==> config.mk <==
export PLATFORM = sky130hd
export DESIGN_NAME = eth_rx_frame_counters
export DESIGN_NICKNAME = d
export VERILOG_FILES = /design/src/rtl/eth_rx_pkg.sv /design/src/rtl/eth_rx_sat_counter.sv /design/src/rtl/eth_rx_frame_counters.sv
export SDC_FILE = /design/constraint.sdc
export NUM_CORES = 1
export LEC_CHECK = 0
export ABC_AREA = 1
export CORE_MARGIN = 2
export CORE_UTILIZATION = 40
export CTS_BUF_LIST = sky130_fd_sc_hd__clkbuf_16
export DETAILED_ROUTE_END_ITERATION = 6
export HOLD_SLACK_MARGIN = 0.08
export PLACE_DENSITY_LB_ADDON = 0.3
export SETUP_SLACK_MARGIN = 0.3
export SLEW_MARGIN = 0
export SYNTH_ARGS = -nofsm -noshare
export SYNTH_HDL_FRONTEND = slang
export SYNTH_SLANG_ARGS = --single-unit
==> constraint.sdc <==
create_clock -name MRxClk -period 2.1 [get_ports MRxClk]
set_input_delay 0.42 -clock MRxClk [delete_from_list [all_inputs] [get_ports MRxClk]]
set_output_delay 0.42 -clock MRxClk [all_outputs]
set_load 0.01 [all_outputs]
==> src/rtl/eth_rx_pkg.sv <==
// Shared definitions for the Ethernet MAC RX counter slice.
// Holds the data-width legality check, helpers that derive beats-per-byte
// and the beat-phase register width from the receive data width, and the
// default legal frame-length limits in bytes.
package eth_rx_pkg;

  localparam int unsigned DEF_MAXFL = 1518;
  localparam int unsigned DEF_MINFL = 64;

  // Only nibble (MII) and byte (GMII) receive paths exist.
  function automatic bit dw_legal(input int unsigned dw);
    return (dw == 4) || (dw == 8);
  endfunction

  function automatic int unsigned beats_per_byte(input int unsigned dw);
    return 8 / dw;
  endfunction

  // At least one bit even when a byte arrives in a single beat.
  function automatic int unsigned phase_width(input int unsigned dw);
    return (beats_per_byte(dw) > 1) ? $clog2(beats_per_byte(dw)) : 1;
  endfunction

endpackage

==> src/rtl/eth_rx_sat_counter.sv <==
// Generic clear / increment / saturate counter.
// Ports:
//   clk_i  - clock
//   rst_ni - asynchronous active-low reset
//   clr_i  - synchronous clear (wins over increment)
//   inc_i  - increment request, ignored once the count equals SAT
//   cnt_o  - registered count
module eth_rx_sat_counter #(
  parameter int unsigned   W   = 8,
  parameter logic [W-1:0]  SAT = '1
) (
  input  logic         clk_i,
  input  logic         rst_ni,
  input  logic         clr_i,
  input  logic         inc_i,
  output logic [W-1:0] cnt_o
);

  logic [W-1:0] cnt_q;
  logic [W-1:0] cnt_d;

  always_comb begin
    cnt_d = cnt_q;
    if (clr_i) begin
      cnt_d = '0;
    end else if (inc_i && (cnt_q != SAT)) begin
      cnt_d = cnt_q + W'(1);
    end
  end

  always_ff @(posedge clk_i or negedge rst_ni) begin
    if (!rst_ni) begin
      cnt_q <= '0;
    end else begin
      cnt_q <= cnt_d;
    end
  end

  assign cnt_o = cnt_q;

endmodule

==> src/rtl/eth_rx_frame_counters.sv <==
// Receive-side counter block for the Ethernet MAC RX path.
// Supplies the beat phase within a byte, a saturating byte counter, the
// delayed-CRC window counter and the inter-frame-gap counter, and emits a
// registered end-of-frame length report with runt/oversize/dribble flags.
// Ports:
//   MRxClk, Resetn              - receive clock, async active-low reset
//   MRxDV, MRxDEq5              - data valid, data equals preamble pattern
//   StateIdle..StateDrop        - one-hot RX state from the RX FSM
//   DlyCrcEn, HugEn, r_IFG      - mode controls
//   Transmitting                - MAC transmit activity (not used here)
//   MaxFL, MinFL                - legal frame length limits in bytes
//   BeatPhase, ByteTick         - beat index in byte, byte completed
//   ByteCnt, ByteCntOut         - byte count, count incl. delayed-CRC bytes
//   ByteCntMaxFrame             - byte count reached MaxFL (unless HugEn)
//   DlyCrcCnt, IFGCounterEq     - delayed-CRC counter, IFG satisfied
//   FrameLenValid, FrameLen     - end-of-frame pulse and captured length
//   FrameTooShort/Long/Dribble  - frame status, valid with FrameLenValid
module eth_rx_frame_counters
  import eth_rx_pkg::*;
#(
  parameter int unsigned DW          = 4,
  parameter int unsigned CW          = 16,
  parameter int unsigned IFG_CYCLES  = 24,
  parameter int unsigned DLY_CRC_LEN = 9
) (
  input  logic                       MRxClk,
  input  logic                       Resetn,
  input  logic                       MRxDV,
  input  logic                       MRxDEq5,
  input  logic                       StateIdle,
  input  logic                       StatePreamble,
  input  logic                       StateSFD,
  input  logic                       StateData,
  input  logic                       StateDrop,
  input  logic                       DlyCrcEn,
  input  logic                       HugEn,
  input  logic                       Transmitting,
  input  logic                       r_IFG,
  input  logic [CW-1:0]              MaxFL,
  input  logic [CW-1:0]              MinFL,
  output logic [phase_width(DW)-1:0] BeatPhase,
  output logic                       ByteTick,
  output logic [CW-1:0]              ByteCnt,
  output logic [CW-1:0]              ByteCntOut,
  output logic                       ByteCntMaxFrame,
  output logic [3:0]                 DlyCrcCnt,
  output logic                       IFGCounterEq,
  output logic                       FrameLenValid,
  output logic [CW-1:0]              FrameLen,
  output logic                       FrameTooShort,
  output logic                       FrameTooLong,
  output logic                       FrameDribble
);

  localparam int unsigned      BPB     = beats_per_byte(DW);
  localparam int unsigned      PW      = phase_width(DW);
  localparam int unsigned      IFGW    = (IFG_CYCLES > 1) ? $clog2(IFG_CYCLES) : 1;
  localparam logic [PW-1:0]    PH_LAST = PW'(BPB - 1);
  localparam logic [IFGW-1:0]  IFG_MAX = IFGW'(IFG_CYCLES - 1);
  localparam logic [3:0]       DLY_MAX = 4'(DLY_CRC_LEN);

  if (!dw_legal(DW)) begin : g_bad_dw
    $error("eth_rx_frame_counters: DW must be 4 or 8");
  end

  // Half-duplex gating is handled by the RX FSM; the input is kept for
  // drop-in compatibility only.
  logic unused_transmitting;
  assign unused_transmitting = Transmitting;

  // ---------------------------------------------------------------------
  // Beat phase within the current byte
  // ---------------------------------------------------------------------
  logic [PW-1:0] phase_q;
  logic [PW-1:0] phase_d;
  logic          in_pre_data;

  assign in_pre_data = StatePreamble | StateData;

  always_comb begin
    phase_d = phase_q;
    if (!MRxDV || StateIdle || StateSFD) begin
      phase_d = '0;
    end else if (in_pre_data) begin
      phase_d = (phase_q == PH_LAST) ? '0 : phase_q + PW'(1);
    end
  end

  assign ByteTick  = MRxDV & in_pre_data & (phase_q == PH_LAST);
  assign BeatPhase = phase_q;

  // ---------------------------------------------------------------------
  // Byte counter
  // ---------------------------------------------------------------------
  logic [3:0] crc_q;
  logic [3:0] crc_d;
  logic       bc_clr;
  logic       bc_inc;

  assign ByteCntMaxFrame = (ByteCnt == MaxFL) & ~HugEn;
  assign bc_clr = StateIdle | (StateSFD & MRxDV) | (StateData & ByteCntMaxFrame & ByteTick);
  // Bytes arriving inside the delayed-CRC window are not frame bytes.
  assign bc_inc = ByteTick & ~(StateData & DlyCrcEn & (crc_q != 4'd0));

  eth_rx_sat_counter #(
    .W   (CW),
    .SAT ({CW{1'b1}})
  ) u_byte_cnt (
    .clk_i  (MRxClk),
    .rst_ni (Resetn),
    .clr_i  (bc_clr),
    .inc_i  (bc_inc),
    .cnt_o  (ByteCnt)
  );

  assign ByteCntOut = DlyCrcEn ? (ByteCnt + CW'(4)) : ByteCnt;

  // ---------------------------------------------------------------------
  // Delayed-CRC window counter
  // ---------------------------------------------------------------------
  always_comb begin
    crc_d = crc_q;
    if (crc_q == DLY_MAX) begin
      crc_d = 4'd0;
    end else if (DlyCrcEn && StateSFD) begin
      crc_d = 4'd1;
    end else if ((crc_q != 4'd0) && DlyCrcEn) begin
      crc_d = crc_q + 4'd1;
    end
  end

  assign DlyCrcCnt = crc_q;

  // ---------------------------------------------------------------------
  // Inter-frame gap counter
  // ---------------------------------------------------------------------
  logic [IFGW-1:0] ifg_cnt;
  logic            ifg_clr;
  logic            ifg_inc;

  assign ifg_clr = StateDrop | ((StateIdle | StatePreamble) & MRxDV & MRxDEq5);
  assign ifg_inc = StateIdle | StatePreamble | StateDrop;

  eth_rx_sat_counter #(
    .W   (IFGW),
    .SAT (IFG_MAX)
  ) u_ifg_cnt (
    .clk_i  (MRxClk),
    .rst_ni (Resetn),
    .clr_i  (ifg_clr),
    .inc_i  (ifg_inc),
    .cnt_o  (ifg_cnt)
  );

  assign IFGCounterEq = (ifg_cnt == IFG_MAX) | r_IFG;

  // ---------------------------------------------------------------------
  // End-of-frame report
  // ---------------------------------------------------------------------
  // EOF is the first ~MRxDV cycle after valid data; leaving StateData with
  // MRxDV still high (drop/abort) clears dv_data_q without a report.
  logic          dv_data_q;
  logic          eof;
  logic          flv_q;
  logic [CW-1:0] flen_q;
  logic          short_q;
  logic          long_q;
  logic          drib_q;

  assign eof = dv_data_q & ~MRxDV;

  always_ff @(posedge MRxClk or negedge Resetn) begin
    if (!Resetn) begin
      phase_q   <= '0;
      crc_q     <= 4'd0;
      dv_data_q <= 1'b0;
      flv_q     <= 1'b0;
      flen_q    <= '0;
      short_q   <= 1'b0;
      long_q    <= 1'b0;
      drib_q    <= 1'b0;
    end else begin
      phase_q   <= phase_d;
      crc_q     <= crc_d;
      dv_data_q <= MRxDV & StateData;
      flv_q     <= eof;
      if (eof) begin
        flen_q  <= ByteCnt;
        short_q <= ByteCnt < MinFL;
        long_q  <= ~HugEn & (ByteCnt > MaxFL);
        drib_q  <= phase_q != '0;
      end
    end
  end

  assign FrameLenValid = flv_q;
  assign FrameLen      = flen_q;
  assign FrameTooShort = short_q;
  assign FrameTooLong  = long_q;
  assign FrameDribble  = drib_q;

endmodule

==> results of run 1 <==
final cells by class:
class	count	area share
multi-input cells	333	0.394
repair buffers	182	0.282
flip-flops and latches	47	0.211
inverters	80	0.0541
well taps	108	0.0240
clock buffers	5	0.0223
clock inverters	3	0.0114
repair inverters	1	0.00134
worst max-delay path: cells and delay by family (launching register included):
| family | cells | cell delay [ns] |
|---|---|---|
| adders and majority gates | 1 | 0.28 |
| buffers and inverters | 2 | 0.30 |
| DFF | 1 | 0.39 |
| and+or+nand+nor | 4 | 0.43 |
stage by stage:
step / cells / instance area (um^2) / hold slack (ns) / TNS [ns]
3_5_place_dp: 730 / 5040 / 0.464 / -12.07
2_1_floorplan: 472 / 3490 / 0.124 / 0
6_report: 759 / 5620 / 0.157 / -0.0204
5_1_grt: 759 / 5620 / 0.202 / -0.668
4_1_cts: 751 / 5410 / 0.180 / -0.0241
3_3_place_gp: 730 / 5040 / 0.468 / -10.35
power groups by stage:
stage	clock, mW	sequential, mW	combinational, mW
5_1_grt	1.08	0.977	0.515
3_3_place_gp	0	0.987	0.426
2_1_floorplan	0	0.999	0.195
3_5_place_dp	0	0.989	0.440
4_1_cts	1.03	0.972	0.448
6_report	1.02	0.973	0.459
cell families (layout without fill, tap and decap cells):
group / count (synthesis) / in the layout / synth area share
compound gates: 53 / 53 / 0.0799
buf+inv: 93 / 271 / 0.112
fa+ha+maj: 37 / 37 / 0.133
simple gates: 218 / 219 / 0.277
xor+xnor: 24 / 24 / 0.0604
flops: 47 / 47 / 0.338
Yosys cell counts, drive strengths merged:
cell	count	share of area
nand2	129	0.14
o21bai	2	0.0043
a31oi	2	0.0036
nand4	3	0.0054
xor2	24	0.060
o21a	2	0.0043
dfrtp	47	0.34
inv	80	0.086
o21ai	25	0.036
nand3	33	0.049
ha	37	0.13
clkbuf	3	0.0032
buf	10	0.022
nor4	1	0.0018
or2	2	0.0036
nor2	40	0.055
a21oi	22	0.032
nor3	10	0.021
layer usage:
layer,vias to the layer above,part of all wire
met5,-,0
met4,0,0.027
met3,31,0.057
met2,132,0.52
met1,1769,0.39
li1,1836,-
how the worst min path moves through the flow:
| stage | to | cells past startpoint | slack, ns |
|---|---|---|---|
| global route | u_ifg_cnt.cnt_o[0] | 1 | 0.20 |
| detailed placement | FrameLen[2] | 2 | 0.46 |
| global placement | u_ifg_cnt.cnt_o[1] | 1 | 0.47 |
| CTS | u_ifg_cnt.cnt_o[1] | 1 | 0.18 |
| finish | u_ifg_cnt.cnt_o[1] | 1 | 0.16 |
| floorplan | BeatPhase | 0 | 0.12 |
repair_timing:
action,4_1_cts,5_1_grt
pin swaps,34,19
gates resized for setup,128,51
hold endpoints to repair,0,0
buffers inserted,13,6
setup endpoints to repair,38,39
cloned,0,2
flip-flops by register name, indices dropped and copies added (netlist names):
name              count
FrameDribble          1
u_byte_cnt.cnt_o     16
BeatPhase             1
FrameTooShort         1
FrameLenValid         1
FrameTooLong          1
FrameLen             16
u_ifg_cnt.cnt_o       5
dv_data_q             1
DlyCrcCnt             4
==> results by group, run 1 <==
Timing
  – Worst Tran Pin Value: 0.651 ns
  – Tightest slew margin relative to the limit: 0.566
  – Pins Over Slew Limit: 0
  – Post-layout worst setup margin: -0.0119 ns
  – Number of endpoints with negative hold slack in the final report: 0
  – Portion of the clock cycle consumed by the worst path in the final layout: 1.01
  – Setup-failing EPs final: 2
  – Post-layout minimum cycle time: roughly 2.1 ns
  – RSZ-0062 raised after global routing: true
  – Largest clock skew in the final design: 0.00519 ns
  – Max Freq: 474 MHz

Yosys
  – Avg Synthesized Cell Area: 7.37 um^2
  – Synth unique cells: 29
  – Portion of the post-synthesis area used by sequential elements: 0.338
  – Total of flip-flops plus latches after synthesis: 47
  – Post-Syn Instances: 472
  – Synth Cell Area: 3480 um^2
  – Synthesis Warnings: 0
  – Net count after synthesis: 554

Route
  – Vias per Instance: 4.96
  – DR iter-0 viols: about 180
  – Remaining DRCs: 0
  – Routed vias: 3768
  – Antenna Violating Nets Remaining: 0
  – Wire length per cell after detailed routing: 14.7 um
  – Routed wire length: 11100 um
  – Initial DRT Pass Iterations: 5

Worst setup path
  – Critical path required time: about 1.7 ns
  – Destination of the critical timing path: ByteCntMaxFrame
  – Depth of the most critical reg-to-reg path: 12
  – Setup slack of the worst register-to-register path: 0.02 ns
  – R2r startpoint: u_byte_cnt.cnt_o[12]
  – Max stage delay on crit path: 0.39 ns
  – Worst path most repeated cell: buf_4
  – Critical path startpoint category: flip-flop
  – Endpoint class of the critical path: output port
  – Data arrival at the endpoint of the critical path: 1.69 ns
  – Ordered cell list for the critical path: buf_4, ha_1, nand2_1, nor2_2, nand2_2, nor3_2, buf_4
  – Largest fanout of any net on the critical path: 2
  – Setup CP Type: reg -> out
  – Beginning of the critical path: u_byte_cnt.cnt_o[12]
  – Endpoint of the worst-slack reg-to-reg timing path: u_byte_cnt.cnt_o[12]
  – Slowest stage cell, crit path: dfrtp_1

Pwr
  – Net switching power: 610 uW
  – Int Pwr: 1.84 mW
  – Design Power: 2.45 mW
  – Leakage power figure: 3.07 nW
  – Sequential share of power: 0.397
  – Clock group share of total power: 0.416
  – Peak supply drop: 0.395 mV
  – Part of the power in combinational logic: 0.187
  – Switching fraction of total power: 0.249
  – Pwr dens: 436 nW/um^2

Placed design
  – Worst slack, placed: -0.668 ns
  – Count of input and output buffers: around 100
  – Post-DP HPWL: 8090 um
  – Placer's final routability congestion estimate: 0.959

Cells and area
  – Footprint of the multi-input gates: 2210 um^2
  – Most common library cell in the layout ignoring fill and taps: nand2_1
  – Fraction of final layout cells sized beyond drive strength 1: 0.284
  – Filler cell count: between 600 and 700
  – Final standard cell utilization of the core: 0.654
  – Area added between synthesis and finish: 61.5%
  – # diodes: 0
  – Area taken by flip-flops and latches: 1180 um^2
  – Final #Nets: 732
  – Most used cells in the layout excluding fill and tap cells: 112 x nand2_1, 70 x buf_4, 69 x inv_1

GRT
  – Total GRT Usage: 0.227
  – Wire length of the first global-routing pass: 17700 um
  – Via count of the first global-routing pass: between 3000 and 4000
  – Gr busiest metal: met2
  – GRT met2 Usage: 0.414
  – Met3 global-route usage: 0.0532
  – Met1 track demand over resource in global routing: 0.257
  – GRT Residual Overflow: 0
  – Number of antenna violations at the first check in global routing: 0
  – Pin count of the biggest net entering global routing: 27

Run status
  – Violated checks: negative setup slack
  – Run status: complete, but fails checks

Clock network
  – Number of buffers added by the clock tree synthesis step: 5
  – CTS H-tree lvls: 2
  – Clock latency on the worst-skew pair: 0.29 ns
  – CTS tree: done
  – CTS Hold Bufs: 0
  – Cell at the root of the clock tree: clkbuf_16
  – Max Buffers Root-to-Sink: 2
  – Clock transition at the register clock pins on the worst setup and hold paths after CTS: 0.07 ns
  – # clock sinks: 47

Floorplanning
  – Overall die width: approximately 100 um
  – Area of the die: 9460 um^2
  – Core outline area: 8590 um^2
  – I/O pin total: 105
  – Starting Density: 0.405
  – Vertical extent of the die: 97.3 um
  – Cell row count: 34

Job
  – Max-capacitance violation count: 0

Worst hold path
  – Worst min path class: in -> async
Note: power is estimated with default switching activity, not from simulation.
==> run 2: changes to the inputs <==
--- a/config.mk
+++ b/config.mk
@@ -5,11 +5,11 @@
 export SDC_FILE = /design/constraint.sdc
 export NUM_CORES = 1
 export LEC_CHECK = 0
-export ABC_AREA = 1
 export CORE_MARGIN = 2
 export CORE_UTILIZATION = 40
 export CTS_BUF_LIST = sky130_fd_sc_hd__clkbuf_16
 export DETAILED_ROUTE_END_ITERATION = 6
+export GPL_TIMING_DRIVEN = 0
 export HOLD_SLACK_MARGIN = 0.08
 export PLACE_DENSITY_LB_ADDON = 0.3
 export SETUP_SLACK_MARGIN = 0.3
==> constraint.sdc (replaced) <==
create_clock -name MRxClk -period 2.4 [get_ports MRxClk]
set_input_delay 0.48 -clock MRxClk [delete_from_list [all_inputs] [get_ports MRxClk]]
set_output_delay 0.48 -clock MRxClk [all_outputs]
set_load 0.01 [all_outputs]
==> run 2 against run 1 <==
The flow still finishes with violations (negative setup slack); design area about the same; via count down 10%; global-route usage up 0.31 points; power down 17%; clock power down 32%; clock-buffer cell count unchanged; setup slack worse by 0.22 ns; clock skew down 0.0023 ns.
==> results by group, run 2 <==
Floorplanning
  – Cell row count: 33 (-2.9%)
  – Vertical extent of the die: 94.7 um (-2.6%)
  – Core outline area: 8090 um^2 (-5.8%)
  – Area of the die: 8970 um^2 (-5.2%)
  – Overall die width: 94.7 um (-2.6%)
  – Starting Density: 0.407 (+0.00184)
  – I/O pin total: 105 (unchanged)

GRT
  – Wire length of the first global-routing pass: 16000 um (-9.5%)
  – Total GRT Usage: 0.230 (+0.00306)
  – Number of antenna violations at the first check in global routing: 0 (unchanged)
  – Via count of the first global-routing pass: 3198 (-17%)
  – Pin count of the biggest net entering global routing: 31 (+15%)
  – GRT Residual Overflow: 0 (unchanged)

Yosys
  – Post-Syn Instances: 344 (-27%)
  – Most common flop cell mapped by yosys: dfrtp_1
  – Synthesis Warnings: 0 (unchanged)
  – Top post-synthesis cells by area: dfrtp_1 36%, ha_1 14%, mux2_2 5.8%, xnor2_1 5.1%, inv_1 4.0%
  – Portion of the post-synthesis area used by sequential elements: 0.357 (+0.0193)
  – Synth Cell Area: 3290 um^2 (-5.4%)
  – Net count after synthesis: 426 (-23%)
  – Post-synth EDFFs: 0 (unchanged)
  – Synth unique cells: 47 (+62%)
  – Async S/R FF share, synth: 1.00 (unchanged)
  – Area share of the largest cell type after synthesis: 0.357 (+0.0193)
  – Leading post-synthesis cells by instance count: 47 x dfrtp_1, 37 x ha_1, 35 x inv_1, 35 x nor2_1
  – Avg Synthesized Cell Area: 9.57 um^2 (+30%)
  – Cell with the most instances after synthesis: dfrtp_1
  – Total of flip-flops plus latches after synthesis: 47 (unchanged)
  – Most area-hungry cell type in the Yosys netlist: dfrtp_1

Cells and area
  – Most common library cell in the layout ignoring fill and taps: clkdlybuf4s50_1
  – Area added between synthesis and finish: 70.7%
  – Final #Nets: 605 (-17%)
  – # diodes: 0 (unchanged)
  – Fraction of final layout cells sized beyond drive strength 1: 0.400 (+0.115)
  – Most used cells in the layout excluding fill and tap cells: 65 x clkdlybuf4s50_1, 51 x buf_4, 36 x dfrtp_1
  – Post-Layout Cell Count: 628 (-17%)

Timing
  – Tightest slew margin relative to the limit: 0.347 (-0.219)
  – Post-layout minimum cycle time: 2.63 ns
  – Largest clock skew in the final design: 0.00287 ns (-0.00232 ns)
  – Setup TNS: -2.09 ns (-2.07 ns)
  – Worst Tran Pin Value: 0.978 ns (+0.326 ns)
  – Max Freq: 380 MHz
  – Pins Over Slew Limit: 0 (unchanged)
  – Portion of the clock cycle consumed by the worst path in the final layout: 1.10
  – Number of endpoints with negative hold slack in the final report: 0 (unchanged)
  – Setup-failing EPs final: 20 (+18)
  – Post-layout worst setup margin: -0.233 ns (-0.221 ns)
  – RSZ-0062 raised after global routing: true

Worst setup path
  – Largest fanout of any net on the critical path: 5 (+3)
  – Data arrival at the endpoint of the critical path: 2.15 ns (+0.46 ns)
  – Slowest stage cell, crit path: or4_4
  – Beginning of the critical path: u_byte_cnt.cnt_o[10]
  – Critical path startpoint category: flip-flop
  – R2r startpoint: u_byte_cnt.cnt_o[10]
  – Ordered cell list for the critical path: buf_6, ha_4, nand4_1, or4_4, nor2_1, buf_2
  – Critical path required time: 1.92 ns (+0.24 ns)
  – Max stage delay on crit path: 0.63 ns (+0.24 ns)
  – Cell type group with the largest total delay on the critical path: simple AND/OR/NAND/NOR gates
  – Count of buffer and inverter cells on the critical path: 2 (unchanged)
  – Setup CP Type: reg -> out
  – Endpoint class of the critical path: output port

Clock network
  – CTS Hold Bufs: 0 (unchanged)
  – Clock transition at the register clock pins on the worst setup and hold paths after CTS: 0.07 ns (about the same)
  – Clock latency on the worst-skew pair: 0.29 ns (about the same)
  – Cell at the root of the clock tree: clkbuf_16
  – Number of buffers added by the clock tree synthesis step: 5 (unchanged)
  – CTS tree: done
  – # clock sinks: 47 (unchanged)
  – CTS H-tree lvls: 2 (unchanged)
  – Max Buffers Root-to-Sink: 2 (unchanged)

Route
  – Antenna Violating Nets Remaining: 0 (unchanged)
  – Vias per Instance: 5.40 (+8.8%)
  – Wire length per cell after detailed routing: 18.7 um (+28%)
  – Remaining DRCs: 0 (unchanged)
  – Routed wire length: 11800 um (+5.6%)
  – Initial DRT Pass Iterations: 4 (-1)
  – DR iter-0 viols: 176 (unchanged)
  – Routed vias: 3391 (-10%)

Pwr
  – Design Power: 2.02 mW (-17%)
  – Pwr dens: 360 nW/um^2 (-17%)
  – Leakage power figure: 2.75 nW (-10%)
  – Peak supply drop: 0.244 mV (-38%)

Placed design
  – Cell total after placement: 552 (-24%)
  – Count of input and output buffers: 102 (-0.97%)
  – Placer's final routability congestion estimate: 0.817 (-15%)
  – Worst slack, placed: -0.832 ns (-0.164 ns)
  – Post-DP HPWL: 6730 um (-17%)

Run status
  – Run status: complete, but fails checks
  – Violated checks: negative setup slack

Job
  – Max-capacitance violation count: 0 (unchanged)

Worst hold path
  – Worst min path class: in -> async
## run 2: worst reg2reg max path, delay by kind of cell (launching register included)
family                     cells  cell delay [ns]
AOI/OAI and AO/OA              2             0.34
adders and majority gates      1             0.27
buffers and inverters          4             0.51
DFF                            1             0.42
and+or+nand+nor                3             0.85
## run 2: power by group
part | total [mW] | switching (mW) | internal, mW
Sequential | 0.879 | 0.0501 | 0.829
Combinational | 0.447 | 0.206 | 0.241
Clock | 0.697 | 0.316 | 0.381
## run 2: layer usage
layer | wire length, um | GRT usage
met5 | 0 | 0
met4 | 511 | 0.0954
met3 | 668 | 0.0335
met2 | 6080 | 0.389
met1 | 4500 | 0.293
## run 2: layout make-up
class / count / area [um^2]
buffer: 15 / 121
clock buffer: 5 / 125
clock inverter: 2 / 13.8
fill: 583 / 2470
inverter: 35 / 131
multi-input combinational: 247 / 2330
sequential: 47 / 1190
tap: 105 / 131
timing repair buffer: 172 / 1580
## run 2: worst paths after layout
check | slack, ns | cells after the start | end
max | -0.23 | 6 | ByteCntMaxFrame
min | 0.13 | 1 | u_ifg_cnt.cnt_o[4]
max reg2reg | -0.11 | 10 | u_byte_cnt.cnt_o[14]
min reg2reg | 0.48 | 2 | FrameLen[0]
max in group asynchronous | 1.74 | 2 | u_byte_cnt.cnt_o[3]
min in group MRxClk | 0.48 | 2 | FrameLen[0]
## run 2: cell families after synthesis
kind of cell | count (synthesis) | synth area share
flops | 47 | 0.357
fa+ha+maj | 37 | 0.141
compound gates | 42 | 0.0909
xor+xnor | 34 | 0.0905
simple gates | 114 | 0.185
mux | 20 | 0.0673
buf+inv | 50 | 0.0681
## run 2: per-stage QoR
stage	cell area [um^2]	hold slack (ns)	util
finish	5620	0.126	0.694
global route	5620	0.159	0.694
CTS	5170	0.138	0.639
detailed placement	4560	0.445	0.563
global placement	4540	0.466	0.561
floorplan	3390	0.184	-
## run 2: what timing repair did
item	in CTS	in global routing
gates cloned	1	0
setup buffers	36	32
setup endpoints to repair	36	31
pin swaps	24	31
gates resized for setup	118	63
==> run 3: changes to the inputs <==
--- a/config.mk
+++ b/config.mk
@@ -8,8 +8,8 @@
 export CORE_MARGIN = 2
 export CORE_UTILIZATION = 40
 export CTS_BUF_LIST = sky130_fd_sc_hd__clkbuf_16
+export CTS_CLUSTER_DIAMETER = 30
 export DETAILED_ROUTE_END_ITERATION = 6
-export GPL_TIMING_DRIVEN = 0
 export HOLD_SLACK_MARGIN = 0.08
 export PLACE_DENSITY_LB_ADDON = 0.3
 export SETUP_SLACK_MARGIN = 0.3
==> run 3 against run 2 <==
The flow still finishes with violations (negative setup slack); sequential power about the same; design area down 0.20%; setup slack better by 0.080 ns; die area unchanged; register-to-register slack better by 0.04 ns; worst hold slack better by 0.18 ns; clock-buffer cell count unchanged; cell count down 0.48%; sequential share of layout area about the same.
==> results by group, run 3 (same netlist as run 2, synthesis figures left out) <==
Pwr
  – Clock group share of total power: 0.375 (+0.031)
  – Int Pwr: 1.55 mW (+6.6%)
  – Design Power: 2.10 mW (+3.6%)
  – Pwr dens: 374 nW/um^2 (+3.8%)
  – Peak supply drop: 0.275 mV (+13%)
  – Sequential share of power: 0.418 (-0.017)
  – Net switching power: 549 uW (-4.2%)
  – Part of the power in combinational logic: 0.206 (-0.015)
  – Leakage power figure: 2.76 nW (+0.16%)
  – Switching fraction of total power: 0.262 (-0.0211)

Route
  – Initial DRT Pass Iterations: 4 (unchanged)
  – Routed wire length: 11200 um (-4.5%)
  – Routed vias: 3259 (-3.9%)
  – DR iter-0 viols: 125 (-29%)
  – Antenna Violating Nets Remaining: 0 (unchanged)
  – Vias per Instance: 5.21 (-3.4%)
  – Remaining DRCs: 0 (unchanged)
  – Wire length per cell after detailed routing: 18.0 um (-4.0%)

Worst hold path
  – Worst min path class: in -> async

GRT
  – Number of antenna violations at the first check in global routing: 0 (unchanged)
  – Via count of the first global-routing pass: 3318 (+3.8%)
  – Pin count of the biggest net entering global routing: 38 (+23%)
  – GRT Residual Overflow: 0 (unchanged)
  – Total GRT Usage: 0.236 (+0.00633)
  – Wire length of the first global-routing pass: 16300 um (+2.2%)

Clock network
  – # clock sinks: 47 (unchanged)
  – CTS tree: done
  – Clock transition at the register clock pins on the worst setup and hold paths after CTS: 0.07 ns (about the same)
  – Number of buffers added by the clock tree synthesis step: 5 (unchanged)
  – CTS Hold Bufs: 0 (unchanged)
  – Clock latency on the worst-skew pair: 0.29 ns (about the same)
  – Cell at the root of the clock tree: clkbuf_16
  – Max Buffers Root-to-Sink: 2 (unchanged)
  – CTS H-tree lvls: 2 (unchanged)

Floorplanning
  – Area of the die: 8970 um^2 (unchanged)
  – Cell row count: 33 (unchanged)
  – Starting Density: 0.407 (unchanged)
  – Vertical extent of the die: 94.7 um (unchanged)
  – I/O pin total: 105 (unchanged)
  – Core outline area: 8090 um^2 (unchanged)
  – Overall die width: 94.7 um (unchanged)

Run status
  – Run status: complete, but fails checks
  – Violated checks: negative setup slack

Worst setup path
  – Endpoint class of the critical path: output port
  – Data arrival at the endpoint of the critical path: 2.07 ns (-0.08 ns)
  – Critical path required time: 1.92 ns (about the same)
  – Largest fanout of any net on the critical path: 3 (-2)
  – Setup CP Type: reg -> out
  – Critical path startpoint category: flip-flop

Placed design
  – Post-DP HPWL: 7240 um (+7.5%)
  – Placer's final routability congestion estimate: 0.854 (+4.5%)
  – Count of input and output buffers: 103 (+0.98%)
  – Worst slack, placed: -0.805 ns (+0.0274 ns)
  – Post-place instance area: 4830 um^2 (+6.1%)

Cells and area
  – Footprint of the multi-input gates: 2360 um^2 (+1.6%)
  – Area added between synthesis and finish: 70.4%
  – Post-Layout Inst Area: 5610 um^2 (-0.20%)
  – Filler cell count: 595 (+2.1%)
  – # diodes: 0 (unchanged)
  – Most used cells in the layout excluding fill and tap cells: 65 x clkdlybuf4s50_1, 55 x buf_4, 36 x dfrtp_1
  – Fraction of final layout cells sized beyond drive strength 1: 0.392 (-0.00731)
  – Most common library cell in the layout ignoring fill and taps: clkdlybuf4s50_1
  – Area taken by flip-flops and latches: 1190 um^2 (unchanged)
  – Final #Nets: 601 (-0.66%)

Timing
  – RSZ-0062 raised after global routing: true
  – Pins Over Slew Limit: 0 (unchanged)
  – Worst Hold Slack: 0.306 ns (+0.179 ns)
  – Portion of the clock cycle consumed by the worst path in the final layout: 1.06 (-0.0331)
  – Setup-failing EPs final: 18 (-10%)
  – Post-layout worst setup margin: -0.153 ns (+0.0795 ns)
  – Largest clock skew in the final design: 0.00524 ns (+0.00237 ns)
  – Number of endpoints with negative hold slack in the final report: 0 (unchanged)
  – Tightest slew margin relative to the limit: 0.428 (+0.0810)
  – Max Freq: 392 MHz (+3.1%)
  – Worst Tran Pin Value: 0.859 ns (-0.119 ns)
  – Post-layout minimum cycle time: 2.55 ns (-0.0795 ns)
  – Setup TNS: -1.03 ns (+1.06 ns)

Job
  – Max-capacitance violation count: 0 (unchanged)
[run 3: cell types whose count changed in the layout (fill, tap and decap cells not counted), moves of 3 or more]
cell,delta
buf_4,+4
nor2_1,+9
nor2_2,-3
nor2_4,-6
[run 3: power by group through the flow]
stage,combinational [mW],sequential [mW],clock [mW]
6_report,0.432,0.877,0.787
4_1_cts,0.423,0.877,0.788
2_1_floorplan,0.182,0.900,0
5_1_grt,0.479,0.883,0.829
3_5_place_dp,0.412,0.892,0
3_3_place_gp,0.396,0.891,0
[run 3: final cells by class]
class | instances | area share
Timing Repair Buffer | 182 | 0.290
Clock buffer | 5 | 0.0223
Clock inverter | 3 | 0.00669
Multi-Input combinational cell | 248 | 0.422
Sequential cell | 47 | 0.212
Inverter | 35 | 0.0234
Tap cell | 105 | 0.0234
[run 3: worst max-delay path, cell delays in order, from the launching register on]
cell and delay, ns:
dfrtp_2 0.45, ha_4 0.28, nand4_1 0.24, or4_4 0.54, nor2_1 0.12, buf_2 0.15
[run 3: per-layer routing]
layer | wire length [um] | vias to the layer above | GRT usage
met5 | 0 | - | 0
met4 | 365 | 0 | 0.0882
met3 | 616 | 31 | 0.0415
met2 | 5850 | 107 | 0.411
met1 | 4400 | 1586 | 0.291
li1 | - | 1535 | -
[run 3: repair_timing]
action,4_1_cts,5_1_grt
pin swaps,37,20
gates cloned,1,0
endpoints found under the setup margin,35,32
resized for setup,134,45
buffers inserted,20,8
[run 3: path summary, 6_finish.rpt]
check | endpoint | slack, ns | cells after the start | from
worst max-delay path | ByteCntMaxFrame | -0.15 | 5 | u_byte_cnt.cnt_o[14]
worst max register to register | u_byte_cnt.cnt_o[8] | -0.07 | 8 | u_byte_cnt.cnt_o[14]
max in group asynchronous | DlyCrcCnt[0] | 1.42 | 2 | Resetn
min in group MRxClk | FrameLen[0] | 0.49 | 2 | FrameLen[0]
worst min register to register | FrameLen[0] | 0.49 | 2 | FrameLen[0]
worst min-delay path | u_byte_cnt.cnt_o[15] | 0.31 | 1 | Resetn
[run 3: through the flow]
step | std cells | util
after floorplan | 344 | -
after global placement | 588 | 0.597
after detailed placement | 588 | 0.597
after CTS | 617 | 0.661
after global routing | 625 | 0.693
final | 625 | 0.693
